--- src/rtl/moa_pkg.sv ---
// Shared definitions for the 8-operand multi-operand adder and its feeders.
package moa_pkg;

   localparam int MOA_N       = 8;
   localparam int MOA_W       = 8;
   localparam int MOA_LAT_DEF = 2;

   typedef logic [MOA_W-1:0] moa_operand_t;
   typedef moa_operand_t     moa_operand_arr_t [MOA_N];

   // Sum of MOA_N operands of width w never overflows this width.
   function automatic int moa_sum_w(input int w);
      return w + $clog2(MOA_N);
   endfunction

endpackage

--- src/rtl/moa_valid_delay.sv ---
// Free-running valid shift register of parameterised depth; DEPTH=0 is a wire.
module moa_valid_delay #(
   parameter int DEPTH = 2
) (
   input  logic clk,
   input  logic rst_n,
   input  logic in_valid,
   output logic out_valid
);

   generate
      if (DEPTH == 0) begin : g_wire
         assign out_valid = in_valid;
      end else begin : g_shift
         logic [DEPTH-1:0] sr_q;
         logic [DEPTH-1:0] sr_d;

         assign sr_d[0] = in_valid;
         for (genvar gi = 1; gi < DEPTH; gi++) begin : g_stage
            assign sr_d[gi] = sr_q[gi-1];
         end

         always_ff @(posedge clk or negedge rst_n) begin
            if (!rst_n) begin
               sr_q <= '0;
            end else begin
               sr_q <= sr_d;
            end
         end

         assign out_valid = sr_q[DEPTH-1];
      end
   endgenerate

endmodule

--- src/rtl/moa_operand_loader.sv ---
// Gathers serial samples into 8-lane frames and presents them as stable MOA operands.
// Optional short-frame zero padding is enabled by defining MOA_LOADER_ZERO_PAD_EN.
module moa_operand_loader
   import moa_pkg::*;
#(
   parameter int W       = MOA_W,
   parameter int MOA_LAT = MOA_LAT_DEF
) (
   input  logic         clk,
   input  logic         rst_n,
   input  logic [W-1:0] in_data,
   input  logic         in_valid,
   output logic         in_ready,
   input  logic         in_last,
   input  logic         out_stall,
   output logic [W-1:0] x0,
   output logic [W-1:0] x1,
   output logic [W-1:0] x2,
   output logic [W-1:0] x3,
   output logic [W-1:0] x4,
   output logic [W-1:0] x5,
   output logic [W-1:0] x6,
   output logic [W-1:0] x7,
   output logic         frame_valid,
   output logic         sum_valid,
   output logic [7:0]   frame_cnt
);

   logic [W-1:0] fill_q [MOA_N];
   logic [W-1:0] fill_d [MOA_N];
   logic [W-1:0] x_q    [MOA_N];
   logic [W-1:0] x_d    [MOA_N];
   logic [W-1:0] frame  [MOA_N];
   logic [2:0]   idx_q, idx_d;
   logic         pending_q, pending_d;
   logic         frame_valid_q, frame_valid_d;
   logic [7:0]   frame_cnt_q, frame_cnt_d;
   logic         accept;
   logic         last_hit;
   logic         complete;
   logic         release_frame;

   assign in_ready      = !pending_q;
   assign accept        = in_valid & in_ready;

`ifdef MOA_LOADER_ZERO_PAD_EN
   assign last_hit = in_last;
`else
   logic unused_in_last;
   assign unused_in_last = in_last;
   assign last_hit       = 1'b0;
`endif

   assign complete      = accept & ((idx_q == 3'd7) | last_hit);
   assign release_frame = pending_q & !out_stall;

   // Completed frame as it would look this cycle: collected lanes, incoming sample, zeros above.
   generate
      for (genvar gi = 0; gi < MOA_N; gi++) begin : g_frame
         assign frame[gi] = (3'(gi) < idx_q)  ? fill_q[gi] :
                            (3'(gi) == idx_q) ? in_data    : '0;
      end
   endgenerate

   always_comb begin
      fill_d        = fill_q;
      x_d           = x_q;
      idx_d         = idx_q;
      pending_d     = pending_q;
      frame_valid_d = 1'b0;
      if (release_frame) begin
         x_d           = fill_q;
         pending_d     = 1'b0;
         frame_valid_d = 1'b1;
      end else if (complete) begin
         idx_d = 3'd0;
         if (out_stall) begin
            fill_d    = frame;
            pending_d = 1'b1;
         end else begin
            x_d           = frame;
            frame_valid_d = 1'b1;
         end
      end else if (accept) begin
         fill_d[idx_q] = in_data;
         idx_d         = idx_q + 3'd1;
      end
      frame_cnt_d = frame_cnt_q + {7'd0, frame_valid_d};
   end

   always_ff @(posedge clk or negedge rst_n) begin
      if (!rst_n) begin
         for (int i = 0; i < MOA_N; i++) begin
            fill_q[i] <= '0;
            x_q[i]    <= '0;
         end
         idx_q         <= 3'd0;
         pending_q     <= 1'b0;
         frame_valid_q <= 1'b0;
         frame_cnt_q   <= 8'd0;
      end else begin
         fill_q        <= fill_d;
         x_q           <= x_d;
         idx_q         <= idx_d;
         pending_q     <= pending_d;
         frame_valid_q <= frame_valid_d;
         frame_cnt_q   <= frame_cnt_d;
      end
   end

   moa_valid_delay #(
      .DEPTH (MOA_LAT)
   ) u_sum_valid_delay (
      .clk       (clk),
      .rst_n     (rst_n),
      .in_valid  (frame_valid_q),
      .out_valid (sum_valid)
   );

   assign x0          = x_q[0];
   assign x1          = x_q[1];
   assign x2          = x_q[2];
   assign x3          = x_q[3];
   assign x4          = x_q[4];
   assign x5          = x_q[5];
   assign x6          = x_q[6];
   assign x7          = x_q[7];
   assign frame_valid = frame_valid_q;
   assign frame_cnt   = frame_cnt_q;

endmodule

--- config.mk ---
export PLATFORM = sky130hd
export DESIGN_NAME = moa_operand_loader
export DESIGN_NICKNAME = d
export VERILOG_FILES = /design/src/rtl/moa_pkg.sv /design/src/rtl/moa_valid_delay.sv /design/src/rtl/moa_operand_loader.sv
export SDC_FILE = /design/constraint.sdc
export NUM_CORES = 1
export LEC_CHECK = 0
export CAP_MARGIN = 20
export CORE_MARGIN = 2
export CORE_UTILIZATION = 35
export DETAILED_ROUTE_END_ITERATION = 6
export DONT_BUFFER_PORTS = 1
export PLACE_DENSITY = 0.59
export SYNTH_ARGS = -nofsm -noshare
export SYNTH_HDL_FRONTEND = slang
export SYNTH_SLANG_ARGS = --single-unit
export TNS_END_PERCENT = 10
--- constraint.sdc ---
create_clock -name clk -period 3.55 [get_ports clk]
set_clock_uncertainty 0.2 [all_clocks]
set_input_delay 0.355 -clock clk [delete_from_list [all_inputs] [get_ports clk]]
set_output_delay 0.355 -clock clk [all_outputs]
set_load 0.02 [all_outputs]
Yosys cells after proc, flatten, opt, wreduce, memory -nomap -nowiden
Cells that the tools add are included.

operators by class
  reductions and logical operators = 11
  $lt $le $gt $ge = 10
  mux-type cells = 33
  eq/ne operators = 10
  bitwise gates (word level) = 5
  $add $sub $neg = 2

operator list
  kind                   number
  $mux W64               6
  $mux W8                17
  $bwmux W64             1
  $demux W8 S3           1
  $eq A3 B3 Y1 const A   4
  $lt A3 B3 Y1 const A   4
  $add A8 B1 Y8          1
  $eq A2 B3 Y1 const A   2
  $lt A1 B3 Y1 const A   2
  $lt A2 B3 Y1 const A   2
  $mux W1                6
  $mux W3                2
  $reduce_and A2 Y1      3
  $reduce_bool A2 Y1     3
  $ge A4 B4 Y1 const B   1
  $lt A4 B1 Y1 const B   1
  $not A3 Y4             1
  $add A3 B1 Y3 const B  1
  $and A1 B1 Y1          3
  $eq A1 B3 Y1 const A   1
  $eq A3 B3 Y1 const B   1
  $logic_not A3 Y1       1
  $reduce_and A3 Y1      1
  $logic_not A1 Y1       2
  other kinds (4)        4

storage, ports and cells
  input bits = 13
  register bits = 143

Logic depth before layout (Yosys ltp)
  word-level depth = 8
  gate-level depth with buffers = 12

Modules after synthesis
Synthesis repeated with hierarchy kept, for this count alone.

second synthesis, totals
  cell total of the unflattened synthesis = 693
  area total of the unflattened synthesis = 6836.6 um^2

modules (own cells, without submodules)
  module              instances  area each (um^2)  seq. area each (um^2)  cells an instance
  moa_operand_loader  1          6786.5            3528.4                 691
  moa_valid_delay     1          50.0              50.0                   2

Least setup slack after synthesis
OpenSTA, ideal clock, no wires.

  path type = flip-flop to flip-flop
  start = register idx_q[1]
  end = register frame_cnt_q[4], in the netlist frame_cnt[4]
  setup slack = 853 ps
  required time = 3221 ps
  cell stages (with the launch flop) = 13
  arrival time = 2368 ps
  cell sequence = dfrtp_1 ha_1 ha_1 buf_2 and3b_1 buf_2 o21ai_2 inv_2 clkbuf_1 ha_1 ha_1 nand3_1 xnor2_1

between the ends
  word-level cells in the longest chain between the ends = 5

ends and longest elaborated chain
  element                   line                       RTL
  start, declared           moa_operand_loader.sv:34   logic [2:0] idx_q, idx_d;
  start signal, assigned    moa_operand_loader.sv:104  idx_q <= idx_d;
  $eq A3 B3 Y1              moa_operand_loader.sv:54   assign complete = accept & ((idx_q == 3'd7) | last_hit);
  $and A1 B1 Y1             moa_operand_loader.sv:54
  $mux W1                   moa_operand_loader.sv:75   end else if (complete) begin
  $mux W1                   moa_operand_loader.sv:71   if (release_frame) begin
  named net frame_valid_d   moa_operand_loader.sv:36   logic frame_valid_q, frame_valid_d;
  $add A8 B1 Y8             moa_operand_loader.sv:88   frame_cnt_d = frame_cnt_q + {7'd0, frame_valid_d};
  named net frame_cnt_d[4]  moa_operand_loader.sv:37   logic [7:0] frame_cnt_q, frame_cnt_d;
  end signal, assigned      moa_operand_loader.sv:107  frame_cnt_q <= frame_cnt_d;
  end, declared             moa_operand_loader.sv:37

The timed path passes the listed nets, and every way through them passes these cells.
A chain may end at the register's enable or synchronous reset.

Final worst setup path
  start = register idx_q[0]
  end = register fill_q[45] (netlist bit)

between the ends
  word-level cells in the longest chain between the ends = 8

ends and longest elaborated chain
  element                                                                    line                       RTL
  $not A3 Y4 (not written as such)                                           moa_operand_loader.sv:85   fill_d[idx_q] = in_data;
  $ge A4 B4 Y1 (not written as such) / $lt A4 B1 Y1 (equally long branches)  moa_operand_loader.sv:85
  $logic_and A1 B1 Y1 (not written as such)                                  moa_operand_loader.sv:85
  $mux W8 (not written as such)                                              moa_operand_loader.sv:85
  $demux W8 S3                                                               moa_operand_loader.sv:85
  $bwmux W64                                                                 moa_operand_loader.sv:85
  $mux W64                                                                   moa_operand_loader.sv:84   end else if (accept) begin
  $mux W64                                                                   moa_operand_loader.sv:75
  end signal, assigned                                                       moa_operand_loader.sv:102  fill_q <= fill_d;
  end, declared                                                              moa_operand_loader.sv:29   logic [W-1:0] fill_q [MOA_N];

Several ways; a longest one is shown, not always the timed one. The select of a mux whose other input is x is not followed.

==> metrics.csv <==
metric,value,unit
ranking of synthesized cells by area,"dfrtp_1 52%, nor2_1 6.1%, mux2_2 5.1%",
Cells after Synth,658,
TritonRoute pass-1 iters,4,
# diodes,0,
final wirelength,18800,µm
wire per inst,20.3,µm
TritonCTS clock tree,built,
RR Endpoint,fill_q[45],
"commonest non-fill, non-tap cell in the layout",dfrtp_1,
GP Congestion,0.787,
CP startpoint,idx_q[0],
DRC Markers,0,
"EDFF count, synth",0,
crit path capture,fill_q[45],
setup TNS,0,ns
grt total ovfl,0,
CP bufs+invs,2,
DP Worst Slack,0.762,ns
Max Cap Viol,0,
Detailed Place HPWL,11400,µm
1st-iter DRT viols,436,
Min Hold Slack,-0.580,ns
Detail Route Antenna Nets,0,
share of layout cells above drive strength 1,0.141,
top_reg_cell synth,dfrtp_1,
DIE AREA,20700,µm²
ys async rst share,1.00,
CORE AREA,19300,µm²
Worst path max stage delay,0.53,ns
syn nets,677,
period utilization,0.733,
Crit path depth,8,
total CTS buffers,17,
share of the synthesized area in the top cell type,0.523,
register area share after synthesis,0.523,
layout net count,668,
H-tree depth,4,
yosys warns,0,
worst skew pair latency,0.43,ns
RSZ-0062 raised after global routing,false,
CP arrival,2.76,ns
top cell family by delay on the critical path,simple AND/OR/NAND/NOR gates,
I/O Pins,88,
Max Fclk,384,MHz
FF-to-FF path depth,8,
Vias/cell,5.70,
Critical Setup Path Class,flop to flop,
max_slew headroom,0.344,
number of global-route vias before repair,5271,
Fillers,1853,
area occupied by multi-input gates,3030,µm²
Crit. End Element,flop,
area grow syn2layout,12.1,%
initial antenna violation count,0,
clock root cell,clkbuf_16,
CP Data Required Time,3.71,ns
Initial Utilization,0.354,
Final Hold Fails,143,
CTS Hold Bufs,9,
endpoints failing setup,0,
vias after detailed routing,5274,
Yosys reg bits,143,
"Cell Area, Synth",6840,µm²
worst ir drop on vdd,0.302,mV
Leak,3.27,nW
crit-path cells,"ha_1, ha_1, buf_4, and3b_1, buf_4, nor2_1, a22oi_1, a21oi_2",
Synth cell types,47,
Die Wd,144,µm
CP Launch Type,flop,
Worst-path clk slew,0.06,ns
setup bufs post-CTS,0,
violated checks,negative hold slack,
most frequent cells in the layout,"143 x dfrtp_1, 111 x nor2_1, 37 x nand2_1",
count of clock tree sinks,143,
Die Y,144,µm
Placement Cell Area,7030,µm²
FF-to-FF setup slack,0.95,ns
Crit-path slowest cell,nor2_1,
status,finished with violations,
CP max FO,22,
fin. max-slew vios,0,
Tot GR Track Use,0.189,
RR Startpoint,idx_q[0],
Final WS setup,0.948,ns
I/O Buffers,0,
sequential cell area,3580,µm²
global-route wire length before repair,29700,µm
Worst-Margin Slew,0.982,ns
post-synth top area cell,dfrtp_1,
Avg Inst Size Synth,10.4,µm²
Cell Pwr Density,913,nW/µm²
Hold Path Class,primary input to async pin,
row count,51,
Final Critical Period,2.60,ns
cell area after layout,7670,µm²
clock tree buffer depth,2,
largest net degree at the start of global routing,144,
-- worst min path at each step --
stage	endpoint	from	slack, ns
CTS	x2[4]	rst_n	-0.59
global route	x2[3]	rst_n	-0.60
floorplan	fill_q[0]	rst_n	-0.14
detailed placement	x2[4]	rst_n	-0.14
finish	x2[4]	rst_n	-0.58
global placement	x2[4]	rst_n	-0.14
-- cells by family (layout without fill, tap and decap cells) --
| group | after synthesis | after routing | share of synthesized area |
|---|---|---|---|
| simple gates | 226 | 226 | 0.165 |
| compound gates | 184 | 184 | 0.195 |
| xor+xnor | 6 | 6 | 0.00768 |
| flops | 143 | 143 | 0.523 |
| mux | 40 | 40 | 0.0644 |
| buf+inv | 53 | 56 | 0.0340 |
| fa+ha+maj | 6 | 6 | 0.0110 |
-- sequential cells by signal, indices dropped and copies added (netlist names) --
name and count:
x3 8, frame_cnt 8, idx_q 3, u_sum_valid_delay.g_shift.sr_q 2
x1 8, x5 8, x0 8, x2 8
x6 8, frame_valid 1, x4 8, fill_q 64
x7 8, pending_q 1
-- Yosys cell counts (6+ instances only) --
library cell	count
dfrtp_1	143
nor2_1	111
nand2_1	37
a22o_1	32
mux2_2	31
o21ai_0	28
clkbuf_1	26
o22ai_1	26
a31oi_1	24
a221oi_1	23
a21oi_1	18
and2_1	16
buf_2	15
nand3_1	15
and3_1	13
and3b_1	9
a22oi_1	8
mux2i_1	8
o221ai_1	8
o2bb2ai_1	8
ha_1	6
-- repair_timing --
| action | in CTS | in global routing |
|---|---|---|
| hold endpoints to repair | 238 | 143 |
| setup endpoints to repair | 0 | 0 |
| gates resized for setup | 0 | 0 |
-- worst reg2reg max path, stage by stage, from the launching register on --
cell     delay [ns]
dfrtp_1        0.38
ha_1           0.21
ha_1           0.19
buf_4          0.20
and3b_1        0.22
buf_4          0.22
nor2_1         0.53
a22oi_1        0.21
a21oi_2        0.18
-- power by group --
part,switching [mW],internal [mW]
Clock,0.733,0.918
Sequential,1.02,2.35
Combinational,1.09,0.900
-- final cells by class --
type | count | area share
Tap cell | 265 | 0.0432
Inverter | 6 | 0.00294
Sequential cell | 143 | 0.466
Clock buffer | 18 | 0.0572
Timing Repair Buffer | 19 | 0.0215
Multi-Input combinational cell | 462 | 0.395
Clock inverter | 13 | 0.0137
-- metrics by stage --
stage,util,cells,total power [mW],hold slack (ns)
2_1_floorplan,-,658,4.84,-0.141
3_3_place_gp,0.364,885,5.25,-0.136
3_5_place_dp,0.364,885,5.35,-0.136
4_1_cts,0.396,925,7.06,-0.594
5_1_grt,0.397,926,7.46,-0.601
6_report,0.397,926,7.01,-0.580
-- routing by layer --
layer / vias up / global-route usage / routed length (µm)
met5: - / 0 / 0
met4: 0 / 0.0970 / 653
met3: 44 / 0.0540 / 1350
met2: 200 / 0.302 / 9140
met1: 2626 / 0.234 / 7660
li1: 2404 / - / -
No activity file was read; power rests on OpenSTA's default activity.
